<file path="src/rtl/wdt_kick_master_if.sv">
// Wishbone classic bus bundle between the watchdog kick master and the watchdog slave.
interface wdt_kick_master_if #(
    parameter int unsigned WIDTH = 32
);
    logic [WIDTH-1:0] wb_dat_o;
    logic [WIDTH-1:0] wb_dat_i;
    logic             wb_we_o;
    logic             wb_stb_o;
    logic             wb_cyc_o;
    logic             wb_ack_i;

    modport master (
        output wb_dat_o, wb_we_o, wb_stb_o, wb_cyc_o,
        input  wb_dat_i, wb_ack_i
    );

    modport slave (
        input  wb_dat_o, wb_we_o, wb_stb_o, wb_cyc_o,
        output wb_dat_i, wb_ack_i
    );
endinterface

</file>
<file path="src/rtl/wdt_kick_master.sv">
// Hardware keep-alive agent for the watchdog: periodically writes RELOAD to the
// watchdog counter, reads it back, checks the value is plausible, and counts
// watchdog interrupt edges.
module wdt_kick_master #(
    parameter int unsigned      WIDTH        = 32,
    parameter int unsigned      KICK_PERIOD  = 1000,
    parameter logic [WIDTH-1:0] RELOAD       = WIDTH'(32'h1000),
    parameter int unsigned      CHECK_WINDOW = 16,
    parameter int unsigned      ACK_TIMEOUT  = 16
) (
    input  logic               wb_clk_i,
    input  logic               wb_rst_i,
    wdt_kick_master_if.master  wb,
    input  logic               wdt_int_i,
    input  logic               enable_i,
    input  logic               kick_req_i,
    output logic               busy_o,
    output logic               err_o,
    output logic [7:0]         int_cnt_o,
    output logic [WIDTH-1:0]   last_val_o
);

    localparam int PW = $clog2(KICK_PERIOD);
    localparam int TW = $clog2(ACK_TIMEOUT + 1);

    typedef enum logic [2:0] {
        S_IDLE, S_WAIT, S_WRITE, S_GAP_W, S_READ, S_GAP_R, S_ERROR
    } state_t;

    state_t           state_q;
    logic [PW-1:0]    period_q;
    logic [TW-1:0]    tmo_q;
    logic             gap_q;
    logic             stb_q;
    logic             we_q;
    logic [WIDTH-1:0] dat_q;
    logic             busy_q;
    logic             err_q;
    logic [WIDTH-1:0] last_val_q;
    logic             int_sync_q;
    logic             int_prev_q;
    logic [7:0]       int_cnt_q;
    logic [7:0]       int_cnt_d;
    logic             int_rise;
    logic             readback_ok;

    // Interrupt edge detect on the registered level, and the saturating edge count.
    always_comb begin
        int_rise  = int_sync_q & ~int_prev_q;
        int_cnt_d = int_cnt_q;
        if (int_rise && (int_cnt_q != 8'hFF)) begin
            int_cnt_d = int_cnt_q + 8'd1;
        end
    end

    // Readback is plausible only if it has not run past RELOAD and has counted down by at most CHECK_WINDOW.
    always_comb begin
        readback_ok = (last_val_q <= RELOAD) &&
                      ((RELOAD - last_val_q) <= WIDTH'(CHECK_WINDOW));
    end

    // Kick sequencer: one FSM owning every registered bus and status output.
    // NOTE: every register here clears on the async reset, so a reset mid-transfer drops cyc/stb at once.
    always_ff @(posedge wb_clk_i or posedge wb_rst_i) begin
        if (wb_rst_i) begin
            state_q    <= S_IDLE;
            period_q   <= '0;
            tmo_q      <= '0;
            gap_q      <= 1'b0;
            stb_q      <= 1'b0;
            we_q       <= 1'b0;
            dat_q      <= '0;
            busy_q     <= 1'b0;
            err_q      <= 1'b0;
            last_val_q <= '0;
            int_sync_q <= 1'b0;
            int_prev_q <= 1'b0;
            int_cnt_q  <= 8'd0;
        end else begin
            // NOTE: non-blocking assignments so every register sees the pre-edge values of the others.
            int_sync_q <= wdt_int_i;
            int_prev_q <= int_sync_q;
            int_cnt_q  <= int_cnt_d;

            case (state_q)
                S_IDLE: begin
                    if (enable_i) begin
                        state_q <= S_WRITE;
                        stb_q   <= 1'b1;
                        we_q    <= 1'b1;
                        dat_q   <= RELOAD;
                        busy_q  <= 1'b1;
                        tmo_q   <= '0;
                    end
                end
                S_WAIT: begin
                    if (!enable_i) begin
                        state_q <= S_IDLE;
                    end else if ((period_q == '0) || kick_req_i || int_rise) begin
                        state_q <= S_WRITE;
                        stb_q   <= 1'b1;
                        we_q    <= 1'b1;
                        dat_q   <= RELOAD;
                        busy_q  <= 1'b1;
                        tmo_q   <= '0;
                    end else begin
                        period_q <= period_q - 1'b1;
                    end
                end
                S_WRITE, S_READ: begin
                    if (wb.wb_ack_i) begin
                        stb_q <= 1'b0;
                        we_q  <= 1'b0;
                        gap_q <= 1'b1;
                        if (state_q == S_READ) begin
                            last_val_q <= wb.wb_dat_i;
                            state_q    <= S_GAP_R;
                        end else begin
                            state_q <= S_GAP_W;
                        end
                    end else if (tmo_q == TW'(ACK_TIMEOUT - 1)) begin
                        stb_q   <= 1'b0;
                        we_q    <= 1'b0;
                        err_q   <= 1'b1;
                        busy_q  <= 1'b0;
                        state_q <= S_ERROR;
                    end else begin
                        tmo_q <= tmo_q + 1'b1;
                    end
                end
                S_GAP_W: begin
                    if (!gap_q) begin
                        state_q <= S_READ;
                        stb_q   <= 1'b1;
                        we_q    <= 1'b0;
                        tmo_q   <= '0;
                    end else begin
                        gap_q <= 1'b0;
                    end
                end
                S_GAP_R: begin
                    if (!gap_q) begin
                        busy_q <= 1'b0;
                        if (!readback_ok) begin
                            err_q   <= 1'b1;
                            state_q <= S_ERROR;
                        end else if (!enable_i) begin
                            state_q <= S_IDLE;
                        end else begin
                            state_q  <= S_WAIT;
                            period_q <= PW'(KICK_PERIOD - 1);
                        end
                    end else begin
                        gap_q <= 1'b0;
                    end
                end
                S_ERROR: begin
                    if (!enable_i) begin
                        err_q   <= 1'b0;
                        state_q <= S_IDLE;
                    end
                end
                default: begin
                    state_q <= S_IDLE;
                    stb_q   <= 1'b0;
                    we_q    <= 1'b0;
                    busy_q  <= 1'b0;
                end
            endcase
        end
    end

    assign wb.wb_cyc_o = stb_q;
    assign wb.wb_stb_o = stb_q;
    assign wb.wb_we_o  = we_q;
    assign wb.wb_dat_o = dat_q;
    assign busy_o      = busy_q;
    assign err_o       = err_q;
    assign int_cnt_o   = int_cnt_q;
    assign last_val_o  = last_val_q;

endmodule

</file>
<file path="src/flat_wrapper.sv">
// flat-port wrapper written by rule: the top's interface ports become plain ports
module wdt_kick_master_flat 
#(
    parameter int unsigned      WIDTH        = 32,
    parameter int unsigned      KICK_PERIOD  = 1000,
    parameter logic [WIDTH-1:0] RELOAD       = WIDTH'(32'h1000),
    parameter int unsigned      CHECK_WINDOW = 16,
    parameter int unsigned      ACK_TIMEOUT  = 16
)
  (wb_clk_i, wb_rst_i, wdt_int_i, enable_i, kick_req_i, busy_o, err_o, int_cnt_o, last_val_o, wb_wb_dat_o, wb_wb_we_o, wb_wb_stb_o, wb_wb_cyc_o, wb_wb_dat_i, wb_wb_ack_i);
  wdt_kick_master_if #(.WIDTH(WIDTH)) wb_i ();
  input  logic wb_clk_i;
  input  logic wb_rst_i;
  input  logic wdt_int_i;
  input  logic enable_i;
  input  logic kick_req_i;
  output logic busy_o;
  output logic err_o;
  output logic [7:0] int_cnt_o;
  output logic [WIDTH-1:0] last_val_o;
  output wire logic [$bits(wb_i.wb_dat_o)-1:0] wb_wb_dat_o;
  output wire logic [$bits(wb_i.wb_we_o)-1:0] wb_wb_we_o;
  output wire logic [$bits(wb_i.wb_stb_o)-1:0] wb_wb_stb_o;
  output wire logic [$bits(wb_i.wb_cyc_o)-1:0] wb_wb_cyc_o;
  input wire logic [$bits(wb_i.wb_dat_i)-1:0] wb_wb_dat_i;
  input wire logic [$bits(wb_i.wb_ack_i)-1:0] wb_wb_ack_i;
  assign wb_wb_dat_o = wb_i.wb_dat_o;
  assign wb_wb_we_o = wb_i.wb_we_o;
  assign wb_wb_stb_o = wb_i.wb_stb_o;
  assign wb_wb_cyc_o = wb_i.wb_cyc_o;
  assign wb_i.wb_dat_i = wb_wb_dat_i;
  assign wb_i.wb_ack_i = wb_wb_ack_i;
  wdt_kick_master #(.WIDTH(WIDTH), .KICK_PERIOD(KICK_PERIOD), .RELOAD(RELOAD), .CHECK_WINDOW(CHECK_WINDOW), .ACK_TIMEOUT(ACK_TIMEOUT)) u_core (.wb_clk_i(wb_clk_i), .wb_rst_i(wb_rst_i), .wb(wb_i), .wdt_int_i(wdt_int_i), .enable_i(enable_i), .kick_req_i(kick_req_i), .busy_o(busy_o), .err_o(err_o), .int_cnt_o(int_cnt_o), .last_val_o(last_val_o));
endmodule
</file>
<file path="config.mk">
export PLATFORM = sky130hd
export DESIGN_NAME = wdt_kick_master_flat
export DESIGN_NICKNAME = d
export VERILOG_FILES = /design/src/rtl/wdt_kick_master_if.sv /design/src/rtl/wdt_kick_master.sv /design/src/flat_wrapper.sv
export SDC_FILE = /design/constraint.sdc
export NUM_CORES = 1
export LEC_CHECK = 0
export BUFFER_PORTS_ARGS = -buffer_cell sky130_fd_sc_hd__buf_2
export CAP_MARGIN = 20
export CORE_MARGIN = 2
export CORE_UTILIZATION = 35
export CTS_BUF_LIST = sky130_fd_sc_hd__clkbuf_2
export DETAILED_ROUTE_END_ITERATION = 6
export HOLD_SLACK_MARGIN = 0.02
export PLACE_DENSITY = 0.65
export REMOVE_ABC_BUFFERS = 1
export SLEW_MARGIN = 10
export SYNTH_ARGS = -nofsm -noshare
export SYNTH_HDL_FRONTEND = slang
export SYNTH_SLANG_ARGS = --single-unit
</file>
<file path="constraint.sdc">
create_clock -name wb_clk_i -period 6.6 [get_ports wb_clk_i]
set_input_delay 0.66 -clock wb_clk_i [delete_from_list [all_inputs] [get_ports wb_clk_i]]
set_output_delay 0.66 -clock wb_clk_i [all_outputs]
set_load 0.01 [all_outputs]
</file>
==> results of run 1 <==
## power by group through the flow
stage	combinational [mW]	sequential (mW)	clock (mW)
floorplan	0.399	0.796	0
global placement	0.680	0.765	0
detailed placement	0.698	0.776	0
CTS	0.702	0.767	0.325
global route	0.769	0.800	0.344
finish	0.695	0.767	0.315
## cells by family (layout without fill, tap and decap cells)
kind of cell | Yosys count | after routing
adder cells (fa/ha/maj) | 4 | 4
buffers and inverters | 50 | 110
AO/OA/AOI/OAI | 57 | 57
multiplexers | 35 | 35
XOR/XNOR | 9 | 9
AND/OR/NAND/NOR | 102 | 102
flip-flops | 66 | 66
other | 1 | 31
## sequential cells by signal, summed over array words and instances (netlist names)
signal	flops
u_core.gap_q	1
u_core.wb.wb_dat_o	1
u_core.period_q	10
u_core.int_cnt_o	8
u_core.wb.wb_we_o	1
u_core.int_sync_q	1
u_core.err_o	1
u_core.busy_o	1
u_core.int_prev_q	1
u_core.tmo_q	5
u_core.wb.wb_cyc_o	1
u_core.last_val_o	32
u_core.state_q	3
## how the worst min path moves through the flow
| stage | startpoint | cells after the start | endpoint |
|---|---|---|---|
| after detailed placement | u_core.int_sync_q | 0 | u_core.int_prev_q |
| after CTS | wdt_int_i | 1 | u_core.int_sync_q |
| after floorplan | u_core.int_sync_q | 0 | u_core.int_prev_q |
| after global placement | u_core.int_sync_q | 0 | u_core.int_prev_q |
| after global routing | wdt_int_i | 1 | u_core.int_sync_q |
| final | wdt_int_i | 1 | u_core.int_sync_q |
## critical path, cell delays in order, from the launching register on
cell     delay [ns]
dfrtp_1        0.67
or3b_2         0.60
or3_1          0.40
nor2_1         0.45
nand3_1        0.13
a22o_1         0.25
## area by class of cell
cell class,instances,area share [%]
Clock buffer,10,1.23
Multi-Input combinational cell,238,40.0
Timing Repair Buffer,85,10.6
Tap cell,133,4.10
Clock inverter,6,2.59
Inverter,9,0.832
Sequential cell,66,40.7
## synth_stat cells (3+ instances only)
library cell / number
nand4_1: 8
a22oi_1: 3
o21ai_0: 10
dfrtp_1: 66
inv_1: 9
xor2_1: 4
nor2_1: 16
nand2_1: 22
a21oi_1: 10
a22o_1: 3
nor4_1: 6
mux2_2: 33
nor2b_1: 3
or3_1: 5
nand3_1: 9
buf_4: 32
and2_1: 4
clkbuf_1: 8
xnor2_1: 5
and3_1: 3
o22ai_1: 3
ha_1: 4
nor3_1: 11
nand2b_1: 3
## routing by layer
layer,track usage (%),wire (um)
met4,5.41,107
met5,0,0
met1,19.4,3480
met2,23.2,3700
met3,5.48,692
==> results.sh, run 1 <==
export IMPL_tightest_slew_ns=0.842
export IMPL_synth_edff_count=0
export IMPL_power_mw=1.78
export IMPL_finalHoldWorstSlack_ns=0.295
export IMPL_diodes=0
export IMPL_worstHoldPathType="in -> reg"
export IMPL_fin_ws_ns=4.00
export IMPL_ir_worst_vdd_mv=0.183
export IMPL_numCtsBuffers=9
export IMPL_drt_iter0_drc=122
export IMPL_pwr_share_clk_pct=17.7
export IMPL_fin_cells=547
export IMPL_cts_tree="done"
export IMPL_max_freq_mhz=384
export IMPL_syn_inst=324
export IMPL_htreeDepth=3
export IMPL_grt_pass1_wl_um=13100
export IMPL_place_ws_ns=3.91
export IMPL_finalSetupTns_ns=0
export IMPL_final_common_cell="buf_2"
export IMPL_muxShareOfSynthArea_pct=11.3
export IMPL_synth_seq_area_share_pct=47.6
export IMPL_swShare_pct=39.9
export IMPL_antenna_found_initial=0
export IMPL_globalplace_congestion=0.801
export IMPL_max_cap_viol_count=0
export IMPL_synth_seq_cells=66
export IMPL_cp_startpoint="u_core.state_q[1]"
export IMPL_rsz0062_at_grt="false"
export IMPL_r2r_start="u_core.state_q[1]"
export IMPL_wire_per_inst_um=14.6
export IMPL_seqPwrFrac_pct=43.2
export IMPL_cts_sinks=66
export IMPL_outcome="finished clean"
export IMPL_fin_util_pct=42.0
export IMPL_reg2reg_setup_slack_ns=4.00
export IMPL_die_h_um=104
export IMPL_synth_largest_area_cell="dfrtp_1"
export IMPL_ff_latch_area_um2=1650
export IMPL_powerDensity_nw_per_um2=437
export IMPL_dpl_hpwl_um=5690
export IMPL_grt_pass1_vias=2709
export IMPL_start_util_pct=35.8
export IMPL_design_area_um2=4060
export IMPL_setup_violations=0
export IMPL_final_cell_mix="buf_2 (83), dfrtp_1 (66), mux2_2 (33)"
export IMPL_cp_required_ns=6.98
export IMPL_synth_top_family_by_area="simple AND/OR/NAND/NOR gates"
export IMPL_critical_path_max_fanout=22
export IMPL_synth_cell_area_um2=3470
export IMPL_p_sw_uw=708
export IMPL_synthAdderAreaFrac_pct=1.44
export IMPL_dpl_cell_count=531
export IMPL_critPathArrivalTime_ns=2.99
export IMPL_die_w_um=104
export IMPL_areaGrowthSynthToFinish_pct=17.2
export IMPL_cts_root_buf="clkbuf_2"
export IMPL_clock_latency_ns=0.49
export IMPL_cts_setup_buffers=0
export IMPL_die_area_um2=10700
export IMPL_synthTopCellsByArea="dfrtp_1 (48%), mux2_2 (11%), buf_4 (6.9%), nand2_1 (2.4%), nor2_1 (1.7%)"
export IMPL_dr_pass1_iters=4
export IMPL_fin_nets=451
export IMPL_synth_avg_cell_area_um2=10.7
export IMPL_overflow=0
export IMPL_cp_start_kind="flip-flop"
export IMPL_min_period_ns=2.60
export IMPL_path_clk_slew_ns=0.19
export IMPL_share_comb_of_total_power_pct=39.1
export IMPL_synth_top_flop_cell="dfrtp_1"
export IMPL_synth_top_area_share_pct=47.6
export IMPL_dpl_instance_area_um2=3910
export IMPL_vias=2758
export IMPL_synthArstFlopShare_pct=100
export IMPL_track_usage_pct=15.0
export IMPL_synth_xor_area_share_pct=2.27
export IMPL_critPathKind="reg -> reg"
export IMPL_synth_simple_gate_area_share_pct=16.4
export IMPL_avgViaCountPerCell=5.04
export IMPL_rows=36
export IMPL_synth_distinct_cells=58
export IMPL_coreArea_um2=9680
export IMPL_grt_max_degree=67
export IMPL_critPathCaptureType="flip-flop"
export IMPL_leakage_nw=1.86
export IMPL_hold_viol_final=0
export IMPL_r2r_cells=5
export IMPL_max_slew_margin_rel_pct=43.9
export IMPL_yosys_warnings=0
export IMPL_multiInputGateArea_um2=1630
export IMPL_worstSetupEndpoint="u_core.period_q[7]"
export IMPL_ctsResizeCount=0
export IMPL_period_share_pct=39.4
export IMPL_pin_count=115
export IMPL_finClkSkew_ns=0.0297
export IMPL_internal_power_mw=1.07
export IMPL_synth_compound_gate_area_share_pct=11.9
export IMPL_drv_slew=0
export IMPL_wirelength_um=7980
export IMPL_drt_antenna_violating_nets=0
export IMPL_timing_rr_end="u_core.period_q[7]"
export IMPL_place_port_buffers=83
export IMPL_fillCellCount=970
export IMPL_drc_errors=0
export IMPL_ctsHoldBuffers=0
export IMPL_drive_gt1_share_pct=34.8
export IMPL_clk_path_buf_depth=2
No activity file was read; power rests on OpenSTA's default activity.
==> run 2: changes to the inputs <==
--- a/config.mk
+++ b/config.mk
@@ -5,6 +5,7 @@
 export SDC_FILE = /design/constraint.sdc
 export NUM_CORES = 1
 export LEC_CHECK = 0
+export ABC_AREA = 1
 export BUFFER_PORTS_ARGS = -buffer_cell sky130_fd_sc_hd__buf_2
 export CAP_MARGIN = 20
 export CORE_MARGIN = 2
@@ -12,7 +13,7 @@
 export CTS_BUF_LIST = sky130_fd_sc_hd__clkbuf_2
 export DETAILED_ROUTE_END_ITERATION = 6
 export HOLD_SLACK_MARGIN = 0.02
-export PLACE_DENSITY = 0.65
+export PLACE_DENSITY = 0.66
 export REMOVE_ABC_BUFFERS = 1
 export SLEW_MARGIN = 10
 export SYNTH_ARGS = -nofsm -noshare
==> constraint.sdc (replaced) <==
create_clock -name wb_clk_i -period 2.3 [get_ports wb_clk_i]
set_input_delay 0.23 -clock wb_clk_i [delete_from_list [all_inputs] [get_ports wb_clk_i]]
set_output_delay 0.23 -clock wb_clk_i [all_outputs]
set_load 0.01 [all_outputs]
==> run 2 against run 1 <==
Sequential cell count is the same. Largest cell class is now multi-input combinational cells. Critical path type unchanged. Power rose to 3.3 times the previous value. Critical path depth rose by 7.
==> results.sh, run 2 <==
export IMPL_hold_path_cell_count=5
export IMPL_rows=38
export IMPL_synth_most_common_cell="nand2_1"
export IMPL_met2_usage_pct=26.4
export IMPL_reg2reg_setup_slack_ns=0.18
export IMPL_r2r_cells=12
export IMPL_start_util_pct=36.2
export IMPL_final_common_cell="nand2_1"
export IMPL_cts_tree="done"
export IMPL_wirelength_um=10100
export IMPL_met3_usage_pct=4.94
export IMPL_diodes=0
export IMPL_finalSetupTns_ns=0
export IMPL_period_share_pct=92.4
export IMPL_numCtsBuffers=9
export IMPL_die_area_um2=12200
export IMPL_drt_antenna_violating_nets=0
export IMPL_synth_distinct_cells=38
export IMPL_htreeDepth=3
export IMPL_synth_seq_cells=66
export IMPL_drv_slew=0
export IMPL_max_freq_mhz=471
export IMPL_synth_cell_area_um2=3980
export IMPL_cts_sinks=66
export IMPL_place_port_buffers=83
export IMPL_path_clk_slew_ns=0.19
export IMPL_fin_util_pct=46.3
export IMPL_finClkSkew_ns=0.0374
export IMPL_max_cap_viol_count=0
export IMPL_areaGrowthSynthToFinish_pct=27.8
export IMPL_die_w_um=111
export IMPL_cp_required_ns=2.76
export IMPL_timing_rr_end="u_core.tmo_q[2]"
export IMPL_fin_nets=701
export IMPL_grt_busiest_layer="met2"
export IMPL_synth_top_cells_by_count="nand2_1 (131), nor2_1 (70), dfrtp_1 (66)"
export IMPL_powerDensity_nw_per_um2=1160
export IMPL_design_area_um2=5080
export IMPL_critPathKind="reg -> reg"
export IMPL_syn_inst=524
export IMPL_final_cell_mix="nand2_1 (131), buf_2 (83), dfrtp_1 (61)"
export IMPL_critPathArrivalTime_ns=2.58
export IMPL_fillCellCount=1057
export IMPL_rsz0062_at_grt="true"
export IMPL_synth_seq_area_share_pct=41.5
export IMPL_critical_path_max_fanout=7
export IMPL_fin_cells=804
export IMPL_synth_avg_cell_area_um2=7.59
export IMPL_synthTopCellsByArea="dfrtp_1 (42%), nand2_1 (12%), nor2_1 (6.6%), buf_4 (6.0%), inv_1 (5.9%)"
export IMPL_slowest_stage="dfrtp_1"
export IMPL_cp_cell_sequence="inv_2 -> ha_4 -> nand3_2 -> nor2_4 -> nand2_1 -> nor3_2 -> nor3_2 -> nand2_1 -> nand3b_1 -> nor3_4 -> nand3_1 -> o21ai_0"
export IMPL_synth_largest_area_cell="dfrtp_1"
export IMPL_coreArea_um2=11000
export IMPL_r2r_start="u_core.period_q[1]"
export IMPL_largest_reg_flops=32
export IMPL_ir_worst_vdd_mv=0.628
export IMPL_grt_max_degree=67
export IMPL_drive_gt1_share_pct=26.7
export IMPL_die_h_um=111
export IMPL_grt_pass1_vias=3525
export IMPL_drt_iter0_drc=134
export IMPL_track_usage_pct=16.4
export IMPL_antenna_found_initial=0
export IMPL_dr_pass1_iters=5
export IMPL_synthArstFlopShare_pct=100
export IMPL_dpl_cell_count=745
export IMPL_synth_top_flop_cell="dfrtp_1"
export IMPL_cpPeakStageDelay_ns=0.44
export IMPL_hold_viol_final=0
export IMPL_wire_per_inst_um=12.5
export IMPL_synth_edff_count=0
export IMPL_dpl_hpwl_um=7070
export IMPL_grt_util_met1_pct=21.0
export IMPL_min_period_ns=2.12
export IMPL_clock_latency_ns=0.54
export IMPL_synth_top_area_share_pct=41.5
export IMPL_hold_end="u_core.period_q[0]"
export IMPL_leakage_nw=2.55
export IMPL_worstHoldPathType="in -> reg"
export IMPL_drc_errors=0
export IMPL_cts_root_buf="clkbuf_2"
export IMPL_grt_pass1_wl_um=16400
export IMPL_clk_path_buf_depth=2
export IMPL_cp_start_kind="flip-flop"
export IMPL_overflow=0
export IMPL_setup_violations=0
export IMPL_outcome="finished clean"
export IMPL_avgViaCountPerCell=4.60
export IMPL_finalHoldWorstSlack_ns=0.139
export IMPL_globalplace_congestion=0.844
export IMPL_pin_count=115
export IMPL_dpl_instance_area_um2=4490
export IMPL_yosys_warnings=0
export IMPL_critPathCaptureType="flip-flop"
export IMPL_min_from="kick_req_i"
export IMPL_vias=3695
-- run 2: layout make-up --
type | count | area (um^2) | share of cell area (%)
repair buffers | 132 | 908 | 17.9
inverters | 67 | 251 | 4.95
clock inverters | 4 | 42.5 | 0.837
multi-input cells | 383 | 1990 | 39.1
clock buffers | 12 | 60.1 | 1.18
well taps | 140 | 175 | 3.45
flip-flops and latches | 66 | 1660 | 32.6
-- run 2: stage by stage --
| step | worst slack (ns) | total power, mW |
|---|---|---|
| final | 0.175 | 5.88 |
| after global routing | -0.0200 | 6.38 |
| after CTS | 0.0495 | 5.69 |
| after detailed placement | 0.0727 | 4.97 |
| after global placement | 0.123 | 4.88 |
| after floorplan | -0.568 | 3.99 |
-- run 2: timing repair --
action | CTS | global route
endpoints found under the hold margin | 102 | 0
resized for setup | 0 | 25
buffers inserted | 0 | 8
setup endpoints to repair | 0 | 20
hold buffers | 35 | 0
-- run 2: routing by layer --
| layer | share of wire (%) | vias to the layer above |
|---|---|---|
| li1 | - | 1863 |
| met1 | 46 | 1682 |
| met5 | 0 | - |
| met3 | 5.8 | 19 |
| met4 | 2.4 | 0 |
| met2 | 46 | 131 |
-- run 2: worst max-delay path: cells and delay by family, from the launching register on --
family	cells	cell delay (ns)
adder cells (fa/ha/maj)	1	0.14
AO/OA/AOI/OAI	1	0.08
AND/OR/NAND/NOR	9	1.30
buffers and inverters	1	0.08
flip-flops	1	0.44
-- run 2: how the worst max path moves through the flow --
stage / start / to / slack [ns] / cells past startpoint
after global placement: u_core.last_val_o[18] / u_core.period_q[1] / 0.12 / 11
after floorplan: u_core.state_q[0] / u_core.last_val_o[0] / -0.57 / 6
after CTS: u_core.last_val_o[17] / u_core.period_q[2] / 0.05 / 12
final: u_core.period_q[1] / u_core.tmo_q[2] / 0.18 / 12
after detailed placement: u_core.period_q[0] / u_core.period_q[1] / 0.07 / 12
after global routing: u_core.last_val_o[5] / u_core.period_q[5] / -0.02 / 14
-- run 2: cells by family (layout without fill, tap and decap cells) --
group | after synthesis | count (layout) | share of synthesized area, %
and+or+nand+nor | 278 | 278 | 30.9
buffers and inverters | 105 | 215 | 13.2
DFF | 66 | 66 | 41.5
AOI/OAI and AO/OA | 43 | 43 | 6.04
muxes | 17 | 17 | 4.81
xor gates and xnor gates | 10 | 10 | 2.20
adders and majority gates | 4 | 4 | 1.26
other | 1 | 31 | 0.0943
-- run 2: power by group --
group	total, mW	internal, mW	switching, mW	leakage [nW]
clock network	0.673	0.257	0.417	0.0710
registers	2.22	1.66	0.554	0.804
logic	2.99	1.22	1.76	1.67
total	5.88	3.14	2.73	2.55
==> run 3: changes to the inputs <==
--- a/config.mk
+++ b/config.mk
@@ -5,7 +5,6 @@
 export SDC_FILE = /design/constraint.sdc
 export NUM_CORES = 1
 export LEC_CHECK = 0
-export ABC_AREA = 1
 export BUFFER_PORTS_ARGS = -buffer_cell sky130_fd_sc_hd__buf_2
 export CAP_MARGIN = 20
 export CORE_MARGIN = 2
@@ -13,9 +12,10 @@
 export CTS_BUF_LIST = sky130_fd_sc_hd__clkbuf_2
 export DETAILED_ROUTE_END_ITERATION = 6
 export HOLD_SLACK_MARGIN = 0.02
-export PLACE_DENSITY = 0.66
+export PLACE_DENSITY = 0.67
 export REMOVE_ABC_BUFFERS = 1
 export SLEW_MARGIN = 10
 export SYNTH_ARGS = -nofsm -noshare
 export SYNTH_HDL_FRONTEND = slang
 export SYNTH_SLANG_ARGS = --single-unit
+export TNS_END_PERCENT = 5
==> run 3 against run 2 <==
Critical path depth is 7 lower. Sequential share of layout area up 3.9 points. Via count down 19%. Final area fell by 11%. Largest cell class is now sequential cells. Largest power group unchanged. Highest routed layer unchanged.
==> results.sh, run 3 (synthesis results as in run 1) <==
export IMPL_met2_usage_pct=27.1
export IMPL_ir_worst_vdd_mv=0.578
export IMPL_overflow=0
export IMPL_max_freq_mhz=450
export IMPL_min_from="kick_req_i"
export IMPL_seqPwrFrac_pct=40.9
export IMPL_cp_start_kind="flip-flop"
export IMPL_share_comb_of_total_power_pct=45.7
export IMPL_cts_sinks=66
export IMPL_cpPeakStageDelay_ns=0.48
export IMPL_finalHoldWorstSlack_ns=0.188
export IMPL_min_period_ns=2.22
export IMPL_fin_ws_ns=0.0793
export IMPL_finClkSkew_ns=0.0302
export IMPL_design_area_um2=4530
export IMPL_crit_buf_inv=0
export IMPL_grt_pass1_vias=3049
export IMPL_pin_count=115
export IMPL_final_common_cell="buf_2"
export IMPL_drc_errors=0
export IMPL_critPathArrivalTime_ns=2.63
export IMPL_internal_power_mw=3.04
export IMPL_diodes=0
export IMPL_drv_slew=0
export IMPL_fillCellCount=934
export IMPL_p_sw_mw=2.11
export IMPL_powerDensity_nw_per_um2=1140
export IMPL_cp_required_ns=2.71
export IMPL_clk_path_buf_depth=2
export IMPL_fin_nets=503
export IMPL_critical_path_max_fanout=8
export IMPL_wirelength_um=8600
export IMPL_drt_iter0_drc=188
export IMPL_htreeDepth=3
export IMPL_grt_busiest_layer="met2"
export IMPL_worstHoldPathType="in -> reg"
export IMPL_cts_root_buf="clkbuf_2"
export IMPL_grt_util_met1_pct=20.4
export IMPL_tightest_slew_ns=0.600
export IMPL_grt_pass1_wl_um=14300
export IMPL_numCtsBuffers=9
export IMPL_period_share_pct=96.6
export IMPL_areaGrowthSynthToFinish_pct=30.5
export IMPL_pwr_share_clk_pct=13.5
export IMPL_r2r_cells=5
export IMPL_fin_util_pct=46.7
export IMPL_cp_num_cells=5
export IMPL_met3_usage_pct=3.84
export IMPL_antenna_found_initial=0
export IMPL_rows=36
export IMPL_die_w_um=104
export IMPL_place_ws_ns=0.0988
export IMPL_leakage_nw=2.07
export IMPL_cp_cell_sequence="or3b_2 -> or3_1 -> nor2_1 -> nand3_1 -> a22o_1"
export IMPL_cts_tree="done"
export IMPL_power_mw=5.15
export IMPL_vias=2986
export IMPL_outcome="finished clean"
export IMPL_dr_pass1_iters=4
export IMPL_swShare_pct=41.0
export IMPL_worstSetupEndpoint="u_core.period_q[7]"
export IMPL_max_cap_viol_count=0
export IMPL_place_port_buffers=83
export IMPL_slowest_stage="nor2_1"
export IMPL_drive_gt1_share_pct=34.8
export IMPL_reg2reg_setup_slack_ns=0.08
export IMPL_drt_antenna_violating_nets=0
export IMPL_cp_top_family="simple AND/OR/NAND/NOR gates"
export IMPL_clock_latency_ns=0.50
export IMPL_setup_violations=0
export IMPL_hold_viol_final=0
export IMPL_rsz0062_at_grt="true"
export IMPL_dpl_instance_area_um2=4050
export IMPL_critPathCaptureType="flip-flop"
export IMPL_die_h_um=104
export IMPL_wire_per_inst_um=14.4
export IMPL_track_usage_pct=16.3
export IMPL_path_clk_slew_ns=0.21
export IMPL_timing_rr_end="u_core.period_q[7]"
export IMPL_die_area_um2=10700
export IMPL_r2r_start="u_core.state_q[1]"
export IMPL_coreArea_um2=9680
export IMPL_dpl_hpwl_um=5780
export IMPL_ctsResizeCount=0
export IMPL_final_cell_mix="buf_2 (83), dfrtp_1 (66), dlygate4sd3_1 (35)"
export IMPL_globalplace_congestion=0.878
export IMPL_cp_startpoint="u_core.state_q[1]"
export IMPL_start_util_pct=35.8
export IMPL_max_slew_margin_rel_pct=59.9
export IMPL_critPathKind="reg -> reg"
export IMPL_avgViaCountPerCell=4.98
export IMPL_grt_max_degree=41
export IMPL_largest_reg_flops=32
run 3: cell types whose count changed in the layout (fill, tap and decap cells not counted), moves of 6 or more:
cell and change:
mux2_2 +16, nand2_1 -109, inv_1 -52, nor2_4 -7, nor2_2 -14, inv_2 -6
buf_4 +6, nand3_1 -27, o21ai_1 -7, a21oi_1 +8, o21ai_0 -17, nor2_1 -44
run 3: timing repair:
action | in CTS | in global routing
buffers inserted | 0 | 2
hold buffers | 35 | 0
setup endpoints to repair | 0 | 5
hold endpoints to repair | 60 | 0
run 3: worst min path at each step:
stage	end	cells past startpoint
after global routing	u_core.busy_o	4
after floorplan	u_core.int_sync_q	0
after detailed placement	u_core.last_val_o[25]	2
after CTS	u_core.wb.wb_dat_o[12]	5
after global placement	u_core.last_val_o[25]	2
final	u_core.wb.wb_dat_o[12]	5
run 3: area by class of cell:
type | count | area, um^2 | area share, %
repair buffers | 137 | 933 | 20.6
well taps | 133 | 166 | 3.68
multi-input cells | 238 | 1630 | 35.9
flip-flops and latches | 66 | 1650 | 36.5
clock inverters | 7 | 70.1 | 1.55
clock buffers | 9 | 45.0 | 0.995
inverters | 9 | 33.8 | 0.746
run 3: power groups by stage:
stage | Sequential, mW | Clock [mW] | Combinational [mW]
2_1_floorplan | 2.28 | 0 | 1.14
3_3_place_gp | 2.09 | 0 | 2.22
3_5_place_dp | 2.11 | 0 | 2.27
4_1_cts | 2.09 | 0.712 | 2.31
5_1_grt | 2.19 | 0.766 | 2.57
6_report | 2.10 | 0.693 | 2.35
run 3: metrics by stage:
step                instances  setup TNS, ns
finish                    599              0
global route              599         -0.145
CTS                       597              0
detailed placement        546              0
global placement          546              0
floorplan                 313         -38.54
run 3: layer usage:
| metal | up-vias | part of all wire [%] |
|---|---|---|
| met1 | 1441 | 42 |
| li1 | 1398 | - |
| met2 | 126 | 48 |
| met4 | 0 | 2.5 |
| met3 | 21 | 6.9 |
| met5 | - | 0 |
run 3: worst reg2reg max path: cells and delay by family (launching register included):
| family | cells | cell delay (ns) |
|---|---|---|
| compound gates | 1 | 0.26 |
| flops | 1 | 0.42 |
| simple gates | 4 | 1.46 |
